===== src/rtl/conv_job_ctrl_if.sv =====
// conv_job_ctrl_if
//   Groups the shared weight/data source handshake and the bus towards the
//   convolution core.
//   slave  : controller view (consumes src_*, res_ready; drives src_ready
//            and the conv_* / *_valid signals).
//   master : environment view (source plus convolution core).
interface conv_job_ctrl_if #(
   parameter int DataWidth   = 64,
   parameter int InputDim    = 4,
   parameter int MaxRowWidth = 9,
   parameter int MaxColWidth = 9
);
   logic [InputDim*DataWidth-1:0] src_data;
   logic                          src_valid;
   logic                          src_ready;
   logic                          conv_rst;
   logic [MaxRowWidth-1:0]        conv_row;
   logic [MaxColWidth-1:0]        conv_col;
   logic [InputDim*DataWidth-1:0] conv_bus;
   logic                          weight_valid;
   logic                          data_valid;
   logic                          res_ready;

   modport slave (
      input  src_data, src_valid, res_ready,
      output src_ready, conv_rst, conv_row, conv_col, conv_bus,
             weight_valid, data_valid
   );

   modport master (
      output src_data, src_valid, res_ready,
      input  src_ready, conv_rst, conv_row, conv_col, conv_bus,
             weight_valid, data_valid
   );
endinterface


===== src/rtl/conv_job_ctrl.sv =====
// conv_job_ctrl
//   Job sequencer in front of the convolution core. One job per start:
//   pulse the core's synchronous reset, stream KernelSize weight beats and
//   then row*col data beats from a shared valid/ready source, then count
//   result beats against the expected valid-convolution output count.
// Ports:
//   Clk, Rst_n        clock, asynchronous active-low reset
//   start             job request (sampled in IDLE only)
//   row_cfg, col_cfg  image dimensions for the job
//   bus (slave)       source handshake and core-facing bus
//   res_count         result beats counted this job
//   busy, done, err   status: not idle, one-cycle completion, sticky error
module conv_job_ctrl #(
   parameter int DataWidth     = 64,
   parameter int InputDim      = 4,
   parameter int KernelSize    = 9,
   parameter int KernelDim     = 3,
   parameter int MaxRowWidth   = 9,
   parameter int MaxColWidth   = 9,
   parameter int MaxDim        = 416,
   parameter int RstCycles     = 4,
   parameter int TimeoutCycles = 4096
) (
   input  logic                   Clk,
   input  logic                   Rst_n,
   input  logic                   start,
   input  logic [MaxRowWidth-1:0] row_cfg,
   input  logic [MaxColWidth-1:0] col_cfg,
   conv_job_ctrl_if.slave         bus,
   output logic [17:0]            res_count,
   output logic                   busy,
   output logic                   done,
   output logic                   err
);

   localparam int BeatW = InputDim * DataWidth;
   localparam int RcW   = $clog2(RstCycles + 1);
   localparam int ToW   = $clog2(TimeoutCycles + 1);

   localparam logic [MaxRowWidth-1:0] RowMin = MaxRowWidth'(KernelDim);
   localparam logic [MaxRowWidth-1:0] RowMax = MaxRowWidth'(MaxDim);
   localparam logic [MaxRowWidth-1:0] RowKm1 = MaxRowWidth'(KernelDim - 1);
   localparam logic [MaxColWidth-1:0] ColMin = MaxColWidth'(KernelDim);
   localparam logic [MaxColWidth-1:0] ColMax = MaxColWidth'(MaxDim);
   localparam logic [MaxColWidth-1:0] ColKm1 = MaxColWidth'(KernelDim - 1);

   typedef enum logic [2:0] {
      S_IDLE, S_CLR, S_LDW, S_LDD, S_DRAIN, S_DONE
   } state_t;

   state_t                 r_state, w_next_state;
   logic [RcW-1:0]         r_rst_cnt;
   logic [17:0]            r_beat_cnt;
   logic [17:0]            r_total;
   logic [17:0]            r_exp;
   logic [17:0]            r_res_cnt;
   logic [ToW-1:0]         r_idle_cnt;
   logic                   r_err;
   logic [BeatW-1:0]       r_conv_bus;
   logic                   r_weight_valid;
   logic                   r_data_valid;
   logic [MaxRowWidth-1:0] r_conv_row;
   logic [MaxColWidth-1:0] r_conv_col;

   logic        w_cfg_bad, w_in_ldw, w_in_ldd, w_in_drain, w_src_ready, w_accept;
   logic        w_last_w, w_last_d, w_res_en, w_res_over, w_timeout;
   logic [17:0] w_res_inc, w_exp, w_total;

   assign w_cfg_bad = (row_cfg < RowMin) || (row_cfg > RowMax) ||
                      (col_cfg < ColMin) || (col_cfg > ColMax);
   // Valid-convolution output count and input beat count, latched at start.
   assign w_exp   = 18'(row_cfg - RowKm1) * 18'(col_cfg - ColKm1);
   assign w_total = 18'(row_cfg) * 18'(col_cfg);

   // Moore decodes of the state register.
   assign w_in_ldw    = (r_state == S_LDW);
   assign w_in_ldd    = (r_state == S_LDD);
   assign w_in_drain  = (r_state == S_DRAIN);
   assign w_src_ready = w_in_ldw || w_in_ldd;
   assign w_accept    = bus.src_valid && w_src_ready;

   assign w_last_w   = (r_beat_cnt == 18'(KernelSize - 1));
   assign w_last_d   = (r_beat_cnt == (r_total - 18'd1));
   // Results are only meaningful while data is flowing or draining.
   assign w_res_en   = bus.res_ready && (w_in_ldd || w_in_drain);
   assign w_res_inc  = r_res_cnt + 18'd1;
   assign w_res_over = w_res_en && (r_res_cnt == r_exp);
   assign w_timeout  = w_in_drain && !bus.res_ready &&
                       (r_idle_cnt == ToW'(TimeoutCycles - 1));

   always_ff @(posedge Clk or negedge Rst_n) begin
      if (!Rst_n) begin
         r_state <= S_IDLE;
      end else begin
         // NOTE: sequential state uses non-blocking assignment so every
         // register samples pre-edge values regardless of statement order.
         r_state <= w_next_state;
      end
   end

   always_comb begin
      // NOTE: default first, so no branch can leave w_next_state unassigned
      // and infer a latch.
      w_next_state = r_state;
      unique case (r_state)
         S_IDLE:  if (start && !w_cfg_bad) w_next_state = S_CLR;
         S_CLR:   if (r_rst_cnt == RcW'(RstCycles - 1)) w_next_state = S_LDW;
         S_LDW:   if (w_accept && w_last_w) w_next_state = S_LDD;
         S_LDD: begin
            if (w_res_over)               w_next_state = S_IDLE;
            else if (w_accept && w_last_d) w_next_state = S_DRAIN;
         end
         S_DRAIN: begin
            // The final result moves straight to DONE so done lands one
            // cycle after it; results that all arrived during LDD are
            // caught on the first DRAIN cycle.
            if (w_res_over || w_timeout) w_next_state = S_IDLE;
            else if ((r_res_cnt == r_exp) || (w_res_en && (w_res_inc == r_exp)))
               w_next_state = S_DONE;
         end
         S_DONE:  w_next_state = S_IDLE;
         default: w_next_state = S_IDLE;
      endcase
   end

   always_ff @(posedge Clk or negedge Rst_n) begin
      if (!Rst_n) begin
         r_rst_cnt      <= '0;
         r_beat_cnt     <= '0;
         r_total        <= '0;
         r_exp          <= '0;
         r_res_cnt      <= '0;
         r_idle_cnt     <= '0;
         r_err          <= 1'b0;
         r_conv_bus     <= '0;
         r_weight_valid <= 1'b0;
         r_data_valid   <= 1'b0;
         r_conv_row     <= '0;
         r_conv_col     <= '0;
      end else begin
         r_weight_valid <= w_accept && w_in_ldw;
         r_data_valid   <= w_accept && w_in_ldd;
         if (w_accept) r_conv_bus <= bus.src_data;

         if (r_state == S_IDLE && start) begin
            r_conv_row <= row_cfg;
            r_conv_col <= col_cfg;
            r_err      <= w_cfg_bad;
            r_rst_cnt  <= '0;
            r_beat_cnt <= '0;
            r_res_cnt  <= '0;
            r_exp      <= w_exp;
            r_total    <= w_total;
         end

         if (r_state == S_CLR) r_rst_cnt <= r_rst_cnt + RcW'(1);

         // One counter serves both phases; it wraps at each phase boundary.
         if (w_accept) begin
            if ((w_in_ldw && w_last_w) || (w_in_ldd && w_last_d)) r_beat_cnt <= '0;
            else                                                  r_beat_cnt <= r_beat_cnt + 18'd1;
         end

         if (w_res_en && !w_res_over) r_res_cnt <= w_res_inc;
         if (w_res_over || w_timeout) r_err <= 1'b1;

         if (w_in_drain && !bus.res_ready) r_idle_cnt <= r_idle_cnt + ToW'(1);
         else                              r_idle_cnt <= '0;
      end
   end

   assign bus.src_ready    = w_src_ready;
   assign bus.conv_rst     = (r_state == S_CLR);
   assign bus.conv_row     = r_conv_row;
   assign bus.conv_col     = r_conv_col;
   assign bus.conv_bus     = r_conv_bus;
   assign bus.weight_valid = r_weight_valid;
   assign bus.data_valid   = r_data_valid;
   assign res_count        = r_res_count_out();
   assign busy             = (r_state != S_IDLE);
   assign done             = (r_state == S_DONE);
   assign err              = r_err;

   function automatic logic [17:0] r_res_count_out();
      return r_res_cnt;
   endfunction

endmodule


===== src/flat_wrapper.sv =====
// flat-port wrapper written by rule: the top's interface ports become plain ports
module conv_job_ctrl_flat 
#(
   parameter int DataWidth     = 64,
   parameter int InputDim      = 4,
   parameter int KernelSize    = 9,
   parameter int KernelDim     = 3,
   parameter int MaxRowWidth   = 9,
   parameter int MaxColWidth   = 9,
   parameter int MaxDim        = 416,
   parameter int RstCycles     = 4,
   parameter int TimeoutCycles = 4096
)
  (Clk, Rst_n, start, row_cfg, col_cfg, res_count, busy, done, err, bus_src_data, bus_src_valid, bus_res_ready, bus_src_ready, bus_conv_rst, bus_conv_row, bus_conv_col, bus_conv_bus, bus_weight_valid, bus_data_valid);
  conv_job_ctrl_if #(.DataWidth(DataWidth), .InputDim(InputDim), .MaxRowWidth(MaxRowWidth), .MaxColWidth(MaxColWidth)) bus_i ();
  input  logic Clk;
  input  logic Rst_n;
  input  logic start;
  input  logic [MaxRowWidth-1:0] row_cfg;
  input  logic [MaxColWidth-1:0] col_cfg;
  output logic [17:0] res_count;
  output logic busy;
  output logic done;
  output logic err;
  input wire logic [$bits(bus_i.src_data)-1:0] bus_src_data;
  input wire logic [$bits(bus_i.src_valid)-1:0] bus_src_valid;
  input wire logic [$bits(bus_i.res_ready)-1:0] bus_res_ready;
  output wire logic [$bits(bus_i.src_ready)-1:0] bus_src_ready;
  output wire logic [$bits(bus_i.conv_rst)-1:0] bus_conv_rst;
  output wire logic [$bits(bus_i.conv_row)-1:0] bus_conv_row;
  output wire logic [$bits(bus_i.conv_col)-1:0] bus_conv_col;
  output wire logic [$bits(bus_i.conv_bus)-1:0] bus_conv_bus;
  output wire logic [$bits(bus_i.weight_valid)-1:0] bus_weight_valid;
  output wire logic [$bits(bus_i.data_valid)-1:0] bus_data_valid;
  assign bus_i.src_data = bus_src_data;
  assign bus_i.src_valid = bus_src_valid;
  assign bus_i.res_ready = bus_res_ready;
  assign bus_src_ready = bus_i.src_ready;
  assign bus_conv_rst = bus_i.conv_rst;
  assign bus_conv_row = bus_i.conv_row;
  assign bus_conv_col = bus_i.conv_col;
  assign bus_conv_bus = bus_i.conv_bus;
  assign bus_weight_valid = bus_i.weight_valid;
  assign bus_data_valid = bus_i.data_valid;
  conv_job_ctrl #(.DataWidth(DataWidth), .InputDim(InputDim), .KernelSize(KernelSize), .KernelDim(KernelDim), .MaxRowWidth(MaxRowWidth), .MaxColWidth(MaxColWidth), .MaxDim(MaxDim), .RstCycles(RstCycles), .TimeoutCycles(TimeoutCycles)) u_core (.Clk(Clk), .Rst_n(Rst_n), .start(start), .row_cfg(row_cfg), .col_cfg(col_cfg), .bus(bus_i), .res_count(res_count), .busy(busy), .done(done), .err(err));
endmodule

===== config.mk =====
export PLATFORM = sky130hd
export DESIGN_NAME = conv_job_ctrl_flat
export DESIGN_NICKNAME = d
export VERILOG_FILES = /design/src/rtl/conv_job_ctrl_if.sv /design/src/rtl/conv_job_ctrl.sv /design/src/flat_wrapper.sv
export SDC_FILE = /design/constraint.sdc
export NUM_CORES = 1
export LEC_CHECK = 0
export ABC_AREA = 1
export BUFFER_PORTS_ARGS = -buffer_cell sky130_fd_sc_hd__buf_2
export CORE_ASPECT_RATIO = 1.25
export CORE_MARGIN = 3
export CORE_UTILIZATION = 45
export CTS_CLUSTER_SIZE = 14
export DETAILED_ROUTE_END_ITERATION = 16
export MAX_ROUTING_LAYER = met4
export PLACE_DENSITY_LB_ADDON = 0.12
export SETUP_SLACK_MARGIN = 0.3
export SYNTH_ARGS = -nofsm -noshare
export SYNTH_HDL_FRONTEND = slang
export SYNTH_SLANG_ARGS = --single-unit

===== constraint.sdc =====
create_clock -name Clk -period 2.3 [get_ports Clk]
set_clock_uncertainty 0.1 [all_clocks]
set_input_delay 0.115 -clock Clk [delete_from_list [all_inputs] [get_ports Clk]]
set_output_delay 0.115 -clock Clk [all_outputs]
set_load 0.05 [all_outputs]

After elaboration in Yosys (flattened, before gate mapping)

Index checks and enable logic that the tools add are counted.

Register bits: 368
Input bits: 279
Output and inout bits: 299
Word-level logic and storage cells: 92

Add/subtract/negate cells: 7
Multiply operators: 2
Order comparisons: 4
Eq/ne operators: 16
Multiplexer cells: 17
Reduce and logical (&&, ||, !) cells: 33

Operators with widths:

| cell                  | number |
|---|---|
| $mux 18               | 4 |
| $eq 18x18->1          | 3 |
| $add 18x1->18 const B | 2 |
| $mux 3                | 9 |
| $sub 9x2->10 const B  | 2 |
| $eq 18x4->1 const B   | 1 |
| $gt 9x9->1 const B    | 2 |
| $lt 9x2->1 const B    | 2 |
| $mul 18x18->18        | 1 |
| $mul 9x9->18          | 1 |
| $sub 18x1->18 const B | 1 |
| $logic_and 1x1->1     | 15 |
| $pmux 3 s5            | 1 |
| $add 13x1->13 const B | 1 |
| $eq 13x12->1 const B  | 1 |
| $mux 13               | 1 |
| $eq 3x2->1 const B    | 3 |
| $logic_or 1x1->1      | 8 |
| $reduce_bool 2->1     | 4 |
| $eq 3x3->1 const B    | 2 |
| $ne 3x3->1 const B    | 2 |
| $reduce_and 5->1      | 1 |
| $ne 2x1->1 const B    | 2 |
| $add 3x1->3 const B   | 1 |
| other kinds (6)       | 9 |

Longest topological paths before layout

Depth in word-level cells: 8
Gate-level depth with buffers: 34
Depth with buffers taken out: 33

Worst setup path before layout

OpenSTA, ideal clock, no wires.

Path type: input port to flip-flop
Start: input port row_cfg[1]
End: register u_core.r_exp[17]
Setup time: 0.118 ns
Data arrival time: 5.678 ns
Required time: 2.082 ns
Slack: -3.596 ns
Cell stages on the path: 28
Buffers on the path: 1
Cell sequence: buf_2 > inv_2 > ha_1 > nand2_1 > nor2_1 > inv_1 > nor2_1 > inv_1 > fa_1 > inv_1 > fa_1 > inv_1 > fa_1 > inv_1 > fa_1 > inv_1 > fa_1 > fa_1 > inv_1 > ha_1 > nand2_1 > nor3_1 > nand2_1 > o211ai_1 > a31oi_1 > nand3b_1 > nand3_1 > nand2_1

Word-level cells in the longest chain between the ends: 2

Ends and longest elaborated chain:

| element              | RTL line             | source |
|---|---|---|
| from (decl)          | flat_wrapper.sv:19   | `input logic [MaxRowWidth-1:0] row_cfg;` |
| $sub 9x2->10         | conv_job_ctrl.sv:72  | `assign w_exp = 18'(row_cfg - RowKm1) * 18'(col_cfg - ColKm1);` |
| $mul 18x18->18       | conv_job_ctrl.sv:72  |  |
| to (signal assigned) | conv_job_ctrl.sv:152 | `r_exp <= w_exp;` |
| to (decl)            | conv_job_ctrl.sv:55  | `logic [17:0] r_exp;` |

No other way between the ends.
A chain may end at the register's enable or synchronous reset.

Final worst setup path

Start: input port col_cfg[1]
End: register u_core.r_exp[17]

Word-level cells in the longest chain between the ends: 2

Ends and longest elaborated chain:

| element        | RTL line            | source |
|---|---|---|
| from (decl)    | flat_wrapper.sv:20  | `input logic [MaxColWidth-1:0] col_cfg;` |
| $sub 9x2->10   | conv_job_ctrl.sv:72 |  |
| $mul 18x18->18 | conv_job_ctrl.sv:72 |  |

No other way between the ends.

==> flow_summary.yaml <==
drt:
  vias: 23400
  drt_wl_total_microns: 86400
  drt-initial-drc-count: 1801
  routed_via_density: 4.96
  drt_pass1_iterations: 7
  antenna_left: 0
  drc_errors: 0
  wl_per_cell_microns: 18.3
floorplanning:
  die_h_microns: 260
  die_x_microns: 209
  start_util_pct: 45.7
  num_rows: 92
  die_area_sq_um: 54300
  io_pins: 578
  coreArea_sq_um: 50800
synth:
  ys_seq_elements: 367
  syn-num-nets: 3446
  yosysUniqueCellTypes: 49
  synth_area_sq_um: 23200
  synth_edf_count: 0
  syn_area_per_cell_sq_um: 7.95
  synthCells: 2919
  synth.yosys.seq_area_share_pct: 39.6
  async_reset_ff_share_pct: 100
  yosysWarnings: 0
  synth_ff_type: "dfrtp_1"
timing:
  hold_viol_final: 0
  period_share_pct: 211
  finalSetupTns_ns: -53.90
  tightest_slew_ns: 0.590
  final.setup.worst_slack_ns: -2.55
  rsz0062_at_grt: "yes"
  slew_headroom_pct: 60.6
  maxSlewViolCount: 0
  hold_slack_ns: 0.0470
  fmax_ghz: 0.206
  finalSetupViolations: 42
  period_needed_ns: 4.85
placed_design:
  hpwl_microns: 64000
  io_buffers: 577
  placed_cells: 4282
  place.gp.congestion: 0.945
critical_path:
  cp_max_fo: 4
  startpoint_type: "input port"
  rr_worst_depth: 16
  critPathRequiredTime_ns: 2.66
  critPathCaptureType: "register"
  cp_data_arrival_time_ns: 5.21
  path_class: "input port to register"
clock_tree:
  clkSinkCount: 367
  numCtsBuffers: 42
  clk-insertion-delay-late_ns: 0.58
  htreeDepth: 2
  clkTransAtPathRegs_ns: 0.06
  cts_tree: "built"
  root_buffer: "clkbuf_16"
  clock_path_buffers: 3
status:
  outcome: "finished, violations left"
  violations: "negative setup slack"
global_route:
  grt_pass1_vias: 24000
  antenna_found_initial: 12
  grt_pass1_wl_microns: 133000
  grt_usage_pct: 31.9
  grt_max_degree: 84
  grt-ovfl-total: 0
power_and_ir_drop:
  p_sw_mw: 24.7
  p_sw_share_pct: 51.5
  p_leak_nw: 18.7
  clockPowerShare_pct: 14.3
  pwr-share-seq_pct: 23.2
  peakVddDrop_v: 0.00131
  internal_power_mw: 23.3
  powerDensity_nw_per_um2: 1370
  pwr-share-comb_pct: 62.5
layout:
  final_util_pct: 69.1
  seqCellArea_sq_um: 9210
  drive_gt1_share_pct: 32.1
  area_growth_pct: 51.2
  finish.net_count: 4548
  instances_no_fill: 4723
  multi_input_area_sq_um: 13600
  fillCellCount: 3996
min_path:
  hold_path_class: "input port to async pin"
job:
  max_cap_viol_count: 0
==> power groups by stage <==
stage	registers [mW]	logic [mW]	clock network, mW
finish	11.1	30.0	6.86
global route	11.4	32.3	7.23
CTS	11.0	29.1	7.02
detailed placement	11.1	27.3	0
global placement	11.0	27.0	0
floorplan	19.1	10.8	0
==> worst max-delay path, stage by stage <==
cell	delay, ns
buf_8	0.11
inv_8	0.06
ha_4	0.15
nand3_4	0.15
xor2_4	0.22
inv_2	0.09
nand2_2	0.06
fa_2	0.62
inv_2	0.05
fa_1	0.48
inv_1	0.05
fa_1	0.48
inv_1	0.05
fa_1	0.48
inv_1	0.05
fa_1	0.45
fa_1	0.51
inv_2	0.05
ha_4	0.28
nand2_2	0.07
nor3_4	0.12
nand2_1	0.07
o211ai_1	0.09
a31oi_1	0.08
nand3b_1	0.17
nand3_1	0.08
nand2_1	0.05
==> repair_timing <==
action / in CTS / in global routing
setup endpoints to repair: 68 / 99
hold buffers: 283 / 0
pin swaps: 144 / 68
buffers inserted: 48 / 21
gates cloned: 1 / 0
hold endpoints to repair: 657 / 0
gates resized for setup: 194 / 110
==> cell type report <==
class | instances | area share [%]
Antenna cell | 14 | 0.0998
Clock buffer | 62 | 3.50
Clock inverter | 12 | 0.481
Inverter | 387 | 4.33
Multi-Input combinational cell | 2062 | 38.8
Sequential cell | 367 | 26.2
Tap cell | 658 | 2.35
Timing Repair Buffer | 1160 | 24.2
Timing Repair inverter | 1 | 0.0321
==> final timing paths <==
path / startpoint / endpoint / slack [ns]
worst max-delay path: col_cfg[1] / u_core.r_exp[17]$_DFFE_PN0P_ / -2.55
worst min register to register: u_core.bus.conv_bus[176]$_DFFE_PN0P_ / u_core.bus.conv_bus[176]$_DFFE_PN0P_ / 0.37
worst max register to register: u_core.r_exp[0]$_DFFE_PN0P_ / u_core.r_beat_cnt[3]$_DFFE_PN0P_ / -0.03
max in group asynchronous: Rst_n / u_core.bus.conv_bus[134]$_DFFE_PN0P_ / 1.26
min in group Clk: row_cfg[0] / u_core.r_exp[0]$_DFFE_PN0P_ / 0.05
worst min-delay path: Rst_n / u_core.bus.conv_bus[233]$_DFFE_PN0P_ / 0.05
==> state kept, by name, summed over array words and instances (netlist names) <==
| name | count |
|---|---|
| u_core.bus.conv_bus | 256 |
| u_core.r_beat_cnt | 18 |
| u_core.r_exp | 18 |
| u_core.res_count | 18 |
| u_core.r_total | 17 |
| u_core.r_idle_cnt | 13 |
| u_core.bus.conv_col | 9 |
| u_core.bus.conv_row | 9 |
| u_core.r_rst_cnt | 3 |
| u_core.r_state | 3 |
| u_core.bus.data_valid | 1 |
| u_core.bus.weight_valid | 1 |
| u_core.err | 1 |
==> layer usage <==
metal	up-vias	GRT usage [%]	routed length [microns]	share of wire, %
li1	11100	-	-	-
met1	11200	39.4	34500	40
met2	950	52.0	41600	48
met3	233	6.46	6370	7.4
met4	0	12.4	3930	4.5
met5	-	-	0	0
==> cell usage after synthesis (3+ instances only) <==
master / n / area share, %
nand2_1: 1222 / 20
inv_1: 372 / 6.0
dfrtp_1: 367 / 40
nor2_1: 166 / 2.7
fa_1: 148 / 13
ha_1: 100 / 5.4
clkbuf_1: 81 / 1.3
o21ai_0: 81 / 1.7
nand3_1: 79 / 1.7
xor2_1: 49 / 1.8
a21oi_1: 36 / 0.78
nand4_1: 33 / 0.89
xnor2_1: 30 / 1.1
nor3_1: 17 / 0.37
inv_2: 15 / 0.24
o22ai_1: 14 / 0.38
buf_2: 10 / 0.22
nor2_2: 10 / 0.27
o21ai_1: 9 / 0.19
buf_1: 7 / 0.11
nand2_2: 7 / 0.19
nand3b_1: 7 / 0.23
or2_2: 7 / 0.19
nand3_2: 6 / 0.26
nor2_4: 5 / 0.24
nor4_1: 5 / 0.13
nor3_2: 4 / 0.17
a31oi_1: 3 / 0.081
==> cells in the final DEF (no fill, tap or decap), types with 33 or more instances in the layout <==
master,n
buf_2,567
nand2_2,38
nor2_2,36
dlygate4sd3_1,283
inv_2,57
inv_1,316
nand2_1,1171
xor2_1,45
nand4_1,33
o21ai_0,53
dfrtp_1,351
ha_4,38
fa_1,134
clkbuf_16,43
buf_4,241
nand3_1,55
nor2_1,120
ha_1,57
buf_6,38
==> cells by family after synthesis <==
kind of cell,share of synthesized area (%)
XOR/XNOR,3.05
multiplexers,0.0431
AND/OR/NAND/NOR,27.5
buffers and inverters,8.06
AO/OA/AOI/OAI,3.66
flip-flops,39.6
adder cells (fa/ha/maj),18.2
==> per-stage QoR <==
step	setup slack [ns]	instance area [sq um]	power, mW
floorplan	-2.97	24100	29.9
global placement	-3.27	29100	38.0
detailed placement	-3.39	29100	38.4
CTS	-2.54	34500	47.1
global route	-2.77	35100	50.9
finish	-2.55	35100	48.0
Note: power is estimated with default switching activity, not from simulation.
